<file path="src/rtl/hex_digit_scanner.sv">
// hex_digit_scanner
// Time-multiplexes a NUM_DIGITS-digit hex value onto one shared 7-segment
// display. Each slot opens with a blanking gap to suppress ghosting. New
// values enter through a valid/ready port into a one-entry pending register.
// They are committed to the display only at the frame boundary, so a frame
// never mixes old and new digits.
module hex_digit_scanner #(
  parameter int NUM_DIGITS   = 4,
  parameter int SLOT_CYCLES  = 1000,
  parameter int BLANK_CYCLES = 16
) (
  input  logic                    Clk,
  input  logic                    Reset,
  input  logic                    LoadValid,
  input  logic [4*NUM_DIGITS-1:0] LoadData,
  output logic                    LoadReady,
  input  logic [NUM_DIGITS-1:0]   BlankMask,
  output logic [NUM_DIGITS-1:0]   DigitEn,
  output logic [3:0]              Nibble
);

  localparam int CNT_W = (SLOT_CYCLES > 1) ? $clog2(SLOT_CYCLES) : 1;
  localparam int IDX_W = (NUM_DIGITS > 1) ? $clog2(NUM_DIGITS) : 1;

  typedef enum logic {
    ST_BLANK = 1'b0,
    ST_ON    = 1'b1
  } state_t;

  state_t                  state_reg, state_next;
  logic [CNT_W-1:0]        cnt_reg, cnt_next;
  logic [IDX_W-1:0]        idx_reg, idx_next;
  logic [4*NUM_DIGITS-1:0] display_reg, display_next;
  logic [4*NUM_DIGITS-1:0] pending_reg, pending_next;
  logic                    pending_full_reg, pending_full_next;
  logic [NUM_DIGITS-1:0]   digit_en_reg, digit_en_next;
  logic [3:0]              nibble_reg, nibble_next;

  logic                    slot_end;
  logic                    frame_wrap;
  logic                    load_accept;
  logic [3:0]              digit_val [NUM_DIGITS];

  // The port is ready exactly when the one-entry pending register is empty.
  assign LoadReady = ~pending_full_reg;
  assign DigitEn   = digit_en_reg;
  assign Nibble    = nibble_reg;

  // State, slot timing, value registers and the registered display outputs.
  always_ff @(posedge Clk) begin
    if (Reset) begin
      state_reg        <= ST_BLANK;
      cnt_reg          <= '0;
      idx_reg          <= '0;
      display_reg      <= '0;
      pending_reg      <= '0;
      pending_full_reg <= 1'b0;
      digit_en_reg     <= '0;
      nibble_reg       <= '0;
    end else begin
      state_reg        <= state_next;
      cnt_reg          <= cnt_next;
      idx_reg          <= idx_next;
      display_reg      <= display_next;
      pending_reg      <= pending_next;
      pending_full_reg <= pending_full_next;
      digit_en_reg     <= digit_en_next;
      nibble_reg       <= nibble_next;
    end
  end

  // Next-state logic: slot counter, BLANK/ON phase, digit index and the
  // pending-to-display transfer at the frame boundary.
  always_comb begin
    state_next        = state_reg;
    cnt_next          = cnt_reg + CNT_W'(1);
    idx_next          = idx_reg;
    display_next      = display_reg;
    pending_next      = pending_reg;
    pending_full_next = pending_full_reg;

    slot_end    = (cnt_reg == CNT_W'(SLOT_CYCLES - 1));
    frame_wrap  = slot_end && (idx_reg == IDX_W'(NUM_DIGITS - 1));
    load_accept = LoadValid && !pending_full_reg;

    case (state_reg)
      ST_BLANK: begin
        // Last blank cycle: the digit lights up from the next cycle on.
        if (cnt_reg == CNT_W'(BLANK_CYCLES - 1)) begin
          state_next = ST_ON;
        end
      end
      ST_ON: begin
        if (slot_end) begin
          state_next = ST_BLANK;
        end
      end
      default: state_next = ST_BLANK;
    endcase

    if (slot_end) begin
      cnt_next = '0;
      idx_next = frame_wrap ? '0 : idx_reg + IDX_W'(1);
    end

    // The frame boundary commits a waiting value. A load and a commit never
    // coincide because the port is not ready while the pending register is full.
    if (frame_wrap && pending_full_reg) begin
      display_next      = pending_reg;
      pending_full_next = 1'b0;
    end

    if (load_accept) begin
      pending_next      = LoadData;
      pending_full_next = 1'b1;
    end
  end

  // The outputs are computed from the next-cycle view, so the registered
  // DigitEn and Nibble line up with the slot counter. Nibble takes the freshly
  // committed display value on the first blank cycle of a frame.
  genvar gi;
  generate
    for (gi = 0; gi < NUM_DIGITS; gi++) begin : g_digit
      assign digit_val[gi]     = display_next[4*gi +: 4];
      assign digit_en_next[gi] = (state_next == ST_ON) &&
                                 (idx_next == IDX_W'(gi)) &&
                                 !BlankMask[gi];
    end
  endgenerate

  assign nibble_next = digit_val[idx_next];

endmodule

</file>
<file path="config.mk">
export PLATFORM = sky130hd
export DESIGN_NAME = hex_digit_scanner
export DESIGN_NICKNAME = d
export VERILOG_FILES = /design/src/rtl/hex_digit_scanner.sv
export SDC_FILE = /design/constraint.sdc
export NUM_CORES = 1
export LEC_CHECK = 0
export CAP_MARGIN = 0
export CORE_ASPECT_RATIO = 0.6
export CORE_MARGIN = 3
export CORE_UTILIZATION = 49
export CTS_BUF_LIST = sky130_fd_sc_hd__clkbuf_16
export CTS_CLUSTER_DIAMETER = 120
export CTS_CLUSTER_SIZE = 10
export DETAILED_ROUTE_END_ITERATION = 8
export PLACE_DENSITY = 0.73
export RECOVER_POWER = 25
export SYNTH_ARGS = -nofsm -noshare
export SYNTH_HDL_FRONTEND = slang
export SYNTH_SLANG_ARGS = --single-unit
</file>
<file path="constraint.sdc">
create_clock -name Clk -period 2.1 [get_ports Clk]
set_input_delay 0.63 -clock Clk [delete_from_list [all_inputs] [get_ports Clk]]
set_output_delay 0.63 -clock Clk [all_outputs]
set_load 0.02 [all_outputs]
</file>
Word-level counts from Yosys, hierarchy flattened
Cells that the tools add are included.
{"block": "totals", "regBits": 54, "out_inout_bits": 9}
{"block": "classes", "addsub": 2, "order_cmp": 1, "eq_ne": 6, "muxes": 11, "n_bitwise": 3, "n_reduce_logical": 19}
{"operator": "$mux 16", "n": 1}
{"operator": "$logic_and 1x1->1", "n": 11}
{"operator": "$add 10x1->10 const B", "n": 1}
{"operator": "$eq 10x10->1 const B", "n": 1}
{"operator": "$eq 10x4->1 const B", "n": 1}
{"operator": "$bmux 4 s2", "n": 1}
{"operator": "$mux 4", "n": 2}
{"operator": "$eq 2x2->1 const B", "n": 3}
{"operator": "$logic_not 1->1", "n": 5}
{"operator": "$mux 1", "n": 4}
{"operator": "$mux 2", "n": 2}
{"operator": "$ge 3x3->1 const B", "n": 1}
{"operator": "$not 2->3", "n": 1}
{"operator": "$add 2x1->2 const B", "n": 1}
{"operator": "$eq 2x1->1 const B", "n": 1}
{"operator": "$logic_not 2->1", "n": 1}
{"operator": "$not 1->1", "n": 2}
{"operator": "$pmux 1 s2", "n": 1}
{"operator": "$reduce_bool 2->1", "n": 1}
{"operator": "$reduce_or 2->1", "n": 1}

Logic depth before layout (Yosys ltp)
{"block": "logic_depth", "depth_word": 8, "depth_mapped": 8}

Worst setup path after synthesis
OpenSTA, ideal clock, no wires.
{"block": "synth_timing", "kind": "register to register", "startpoint": "register cnt_reg[0]", "endpoint": "register nibble_reg[3], in the netlist Nibble[3]", "setup_time_ns": 0.114, "t_arrival_ns": 1.687, "setup_slack_ns": 0.299, "path_stages_with_launch": 8, "path_buffers": 1, "path_cell_list": "dfxtp_1 -> ha_1 -> nand4b_1 -> or3_1 -> clkbuf_1 -> a32oi_2 -> o22a_1 -> a21oi_2"}
{"block": "synth_between", "elab_chain_len": 8, "elab_cells_between_ends": 10}
{"item": "start: declaration", "line": "31", "rtl": "logic [CNT_W-1:0] cnt_reg, cnt_next;"}
{"item": "start signal: assignment", "line": "62", "rtl": "cnt_reg <= cnt_next;"}
{"item": "$eq 10x10->1 *", "line": "82", "rtl": "slot_end = (cnt_reg == CNT_W'(SLOT_CYCLES - 1));"}
{"item": "$logic_and 1x1->1", "line": "83", "rtl": "frame_wrap = slot_end && (idx_reg == IDX_W'(NUM_DIGITS - 1));"}
{"item": "$mux 2", "line": "103", "rtl": "idx_next = frame_wrap ? '0 : idx_reg + IDX_W'(1);"}
{"item": "$mux 2", "line": "101", "rtl": "if (slot_end) begin"}
{"item": "$not 2->3 (not written as such)", "line": "132", "rtl": "assign nibble_next = digit_val[idx_next];"}
{"item": "$bmux 4 s2 *", "line": "132"}
{"item": "$mux 4 (not written as such) * (2 in a row)", "line": "132"}
{"item": "end signal: assignment", "line": "68", "rtl": "nibble_reg <= nibble_next;"}
{"item": "end: declaration", "line": "37", "rtl": "logic [3:0] nibble_reg, nibble_next;"}
Mark *: on every way between the ends. The rest lies on a longest branch, timed or not. The select of a mux whose other input is x is not followed.
A chain may end at the register's enable or synchronous reset.

Final worst setup path
Same ends and word-level chain as after synthesis.

==> summary.txt <==
number of flops mapped to enable cells by yosys: 0
met2 WL: 1596 um
commonest non-fill, non-tap cells in the layout: 54 x dfxtp_1, 39 x nand2_1, 30 x clkdlybuf4s50_1
Required @ worst endpoint: 2.27 ns
DR iter-0 viols: 88
Final Cycle Share: 0.9507
endpoint class of the critical path: register
layout cells sized above 1: 0.1094
status: completed
Yosys cell types: 33
Final Setup Violations: 0
worst path arrival time: 2.16 ns
Avg Synthesized Cell Area: 9.250 um2
largest net degree at the start of global routing: 25
first-pass GRT wire length: 7258 um
post-synthesis mux area share: 0.09037
Hold Vio Cnt, Final: 0
Max Clk Rate: 500.9 MHz
fill cell count: 328
Mapped Cells: 229
XOR/XNOR share of the synthesized area: 0.02481
final net count: 289
vias in the first global route: 1497
WL final: 4318 um
Antenna Cells: 0
Worst-Margin Slew: 0.5518 ns
drt pass-1 iters: 4
Routed WL per cell: 13.41 um
final slew viol count: 0
Compound-Gate Fraction of Synth Area: 0.1110
Die W: 90.88 um
met1 WL: 2399 um
mapped cell area: 2118 um2
# Post-CTS Setup Buffers: 0
ys async rst share: 0
detailed-route via count: 1641
fin crit period: 1.997 ns
Tightest Hold Check Type: reg -> reg
leakage power: 0.9440 nW
die height: 56.93 um
root buf cell: clkbuf_16
Longest Clk Path Bufs: 2
clock-pin slew on the worst setup and hold paths: 0.07 ns
# IOs: 32
CTS tree: done
Setup CP Type: reg -> reg
final antenna-violating net count: 0
Die ar.: 5174 um2
Resized Gates After CTS: 0
clk_lat worst skew: 0.29 ns
sequential area share after synthesis: 0.5103
initial antenna violation count: 0
CTS Hold Buffers Added: 0
gr usage total: 0.1789
area delta synth->final: 25.81%
cts bufs inserted: 5
CP Max Fanout: 10
Pwr per Cell Area: 738.7 nW/um2
dpl cells: 314
largest family of logic cells by synthesized area: simple AND/OR/NAND/NOR gates
routability cong.: 0.7962
clk_skew: 0.004809 ns
adder-cell share of the synthesized area: 0.01181
max layer used: met4
Relative slew margins: 0.6312
htree depth: 2
Max-Cap Viols: 0
peak supply drop: 0.5056 mV
# rows: 17
Synthesized Nets: 254
Tot Pwr: 1.969 mW
area used by multi-input combinational logic: 959.7 um2
CP Launch Type: register
Post-Synth Simple-Gate Area: 0.1985
initial core utilization: 0.5412
metal3 WL: 284 um
Post-synth top flop: dfxtp_1
register area: 1081 um2
IO buf count: 31
CTS Sinks: 54
Congestion Overflow GR: 0
commonest non-fill, non-tap cell in the layout: dfxtp_1
DRC violation count after routing: 0
Synth warnings: 0
DR vias/cell: 5.096
filler-free cell count of the finished design: 322
#FFs+latches synth: 54
core area: 3914 um2
Hold WS: 0.4445 ns
Post-DP HPWL: 3195 um
[critical path: stages, from the launching register on]
cell,delay (ns)
dfxtp_1,0.35
ha_1,0.20
nand4b_1,0.24
nor4_4,0.33
buf_6,0.22
mux2i_1,0.28
o22a_1,0.20
a21oi_2,0.05
[stage by stage]
| step | util | instance area (um2) | TNS (ns) | setup slack, ns |
|---|---|---|---|---|
| 2_1_floorplan | - | 2118 | 0 | 0.2992 |
| 3_3_place_gp | 0.6362 | 2490 | 0 | 0.1528 |
| 5_1_grt | 0.6809 | 2665 | -0.005136 | -0.003726 |
| 6_report | 0.6809 | 2665 | 0 | 0.1035 |
| 3_5_place_dp | 0.6362 | 2490 | 0 | 0.07945 |
| 4_1_cts | 0.6733 | 2635 | 0 | 0.08030 |
[routing by layer]
| metal | up-vias | global-route usage |
|---|---|---|
| met5 | - | 0 |
| met4 | 0 | 0.05150 |
| met1 | 746 | 0.2851 |
| li1 | 847 | - |
| met3 | 5 | 0.04875 |
| met2 | 43 | 0.2297 |
[cell families (layout without fill, tap and decap cells)]
logic type               count (synthesis)  count (layout)
buffers and inverters                   18              54
XOR/XNOR                                 6               6
flip-flops                              54              54
AO/OA/AOI/OAI                           36              36
AND/OR/NAND/NOR                         94              94
multiplexers                            19              19
adder cells (fa/ha/maj)                  2               2
[power breakdown]
group	internal [mW]	total [mW]	switching (mW)
clock	0.442	0.794	0.352
combinational	0.0595	0.111	0.0520
sequential	1.05	1.06	0.0157
total	1.55	1.97	0.420
[final timing paths]
check             slack, ns                  start               endpoint  cells past startpoint
setup reg to reg       0.10  cnt_reg[0]$_SDFF_PP0_   Nibble[3]$_SDFF_PP0_                      7
setup / recovery       0.10  cnt_reg[0]$_SDFF_PP0_   Nibble[3]$_SDFF_PP0_                      7
hold reg to reg        0.44  cnt_reg[0]$_SDFF_PP0_  cnt_reg[0]$_SDFF_PP0_                      1
hold / removal         0.44  cnt_reg[0]$_SDFF_PP0_  cnt_reg[0]$_SDFF_PP0_                      1
[cell type report]
type	count	share of cell area
Timing Repair Buffer	41	0.1460
Tap cell	57	0.02676
Inverter	5	0.007042
Sequential cell	54	0.4056
Multi-Input combinational cell	157	0.3601
Clock buffer	5	0.04695
Clock inverter	3	0.007512
[synth_stat cells (2+ instances only)]
library cell  count  area [um2]
inv_1             5       18.77
buf_6             2       22.52
o21ai_0           2       10.01
ha_1              2       25.02
and3_1            2       12.51
or3_1             3       18.77
dfxtp_1          54        1081
mux2i_1          18       180.2
nand3_1           4       20.02
xor2_1            3       26.28
clkbuf_1          8       30.03
a21oi_1          22       110.1
nor3_1            8       40.04
o22a_1            8       70.07
nor4_1            2       12.51
nor2_1           29       108.9
nand2_1          39       146.4
xnor2_1           3       26.28
Note: power is estimated with default switching activity, not from simulation.
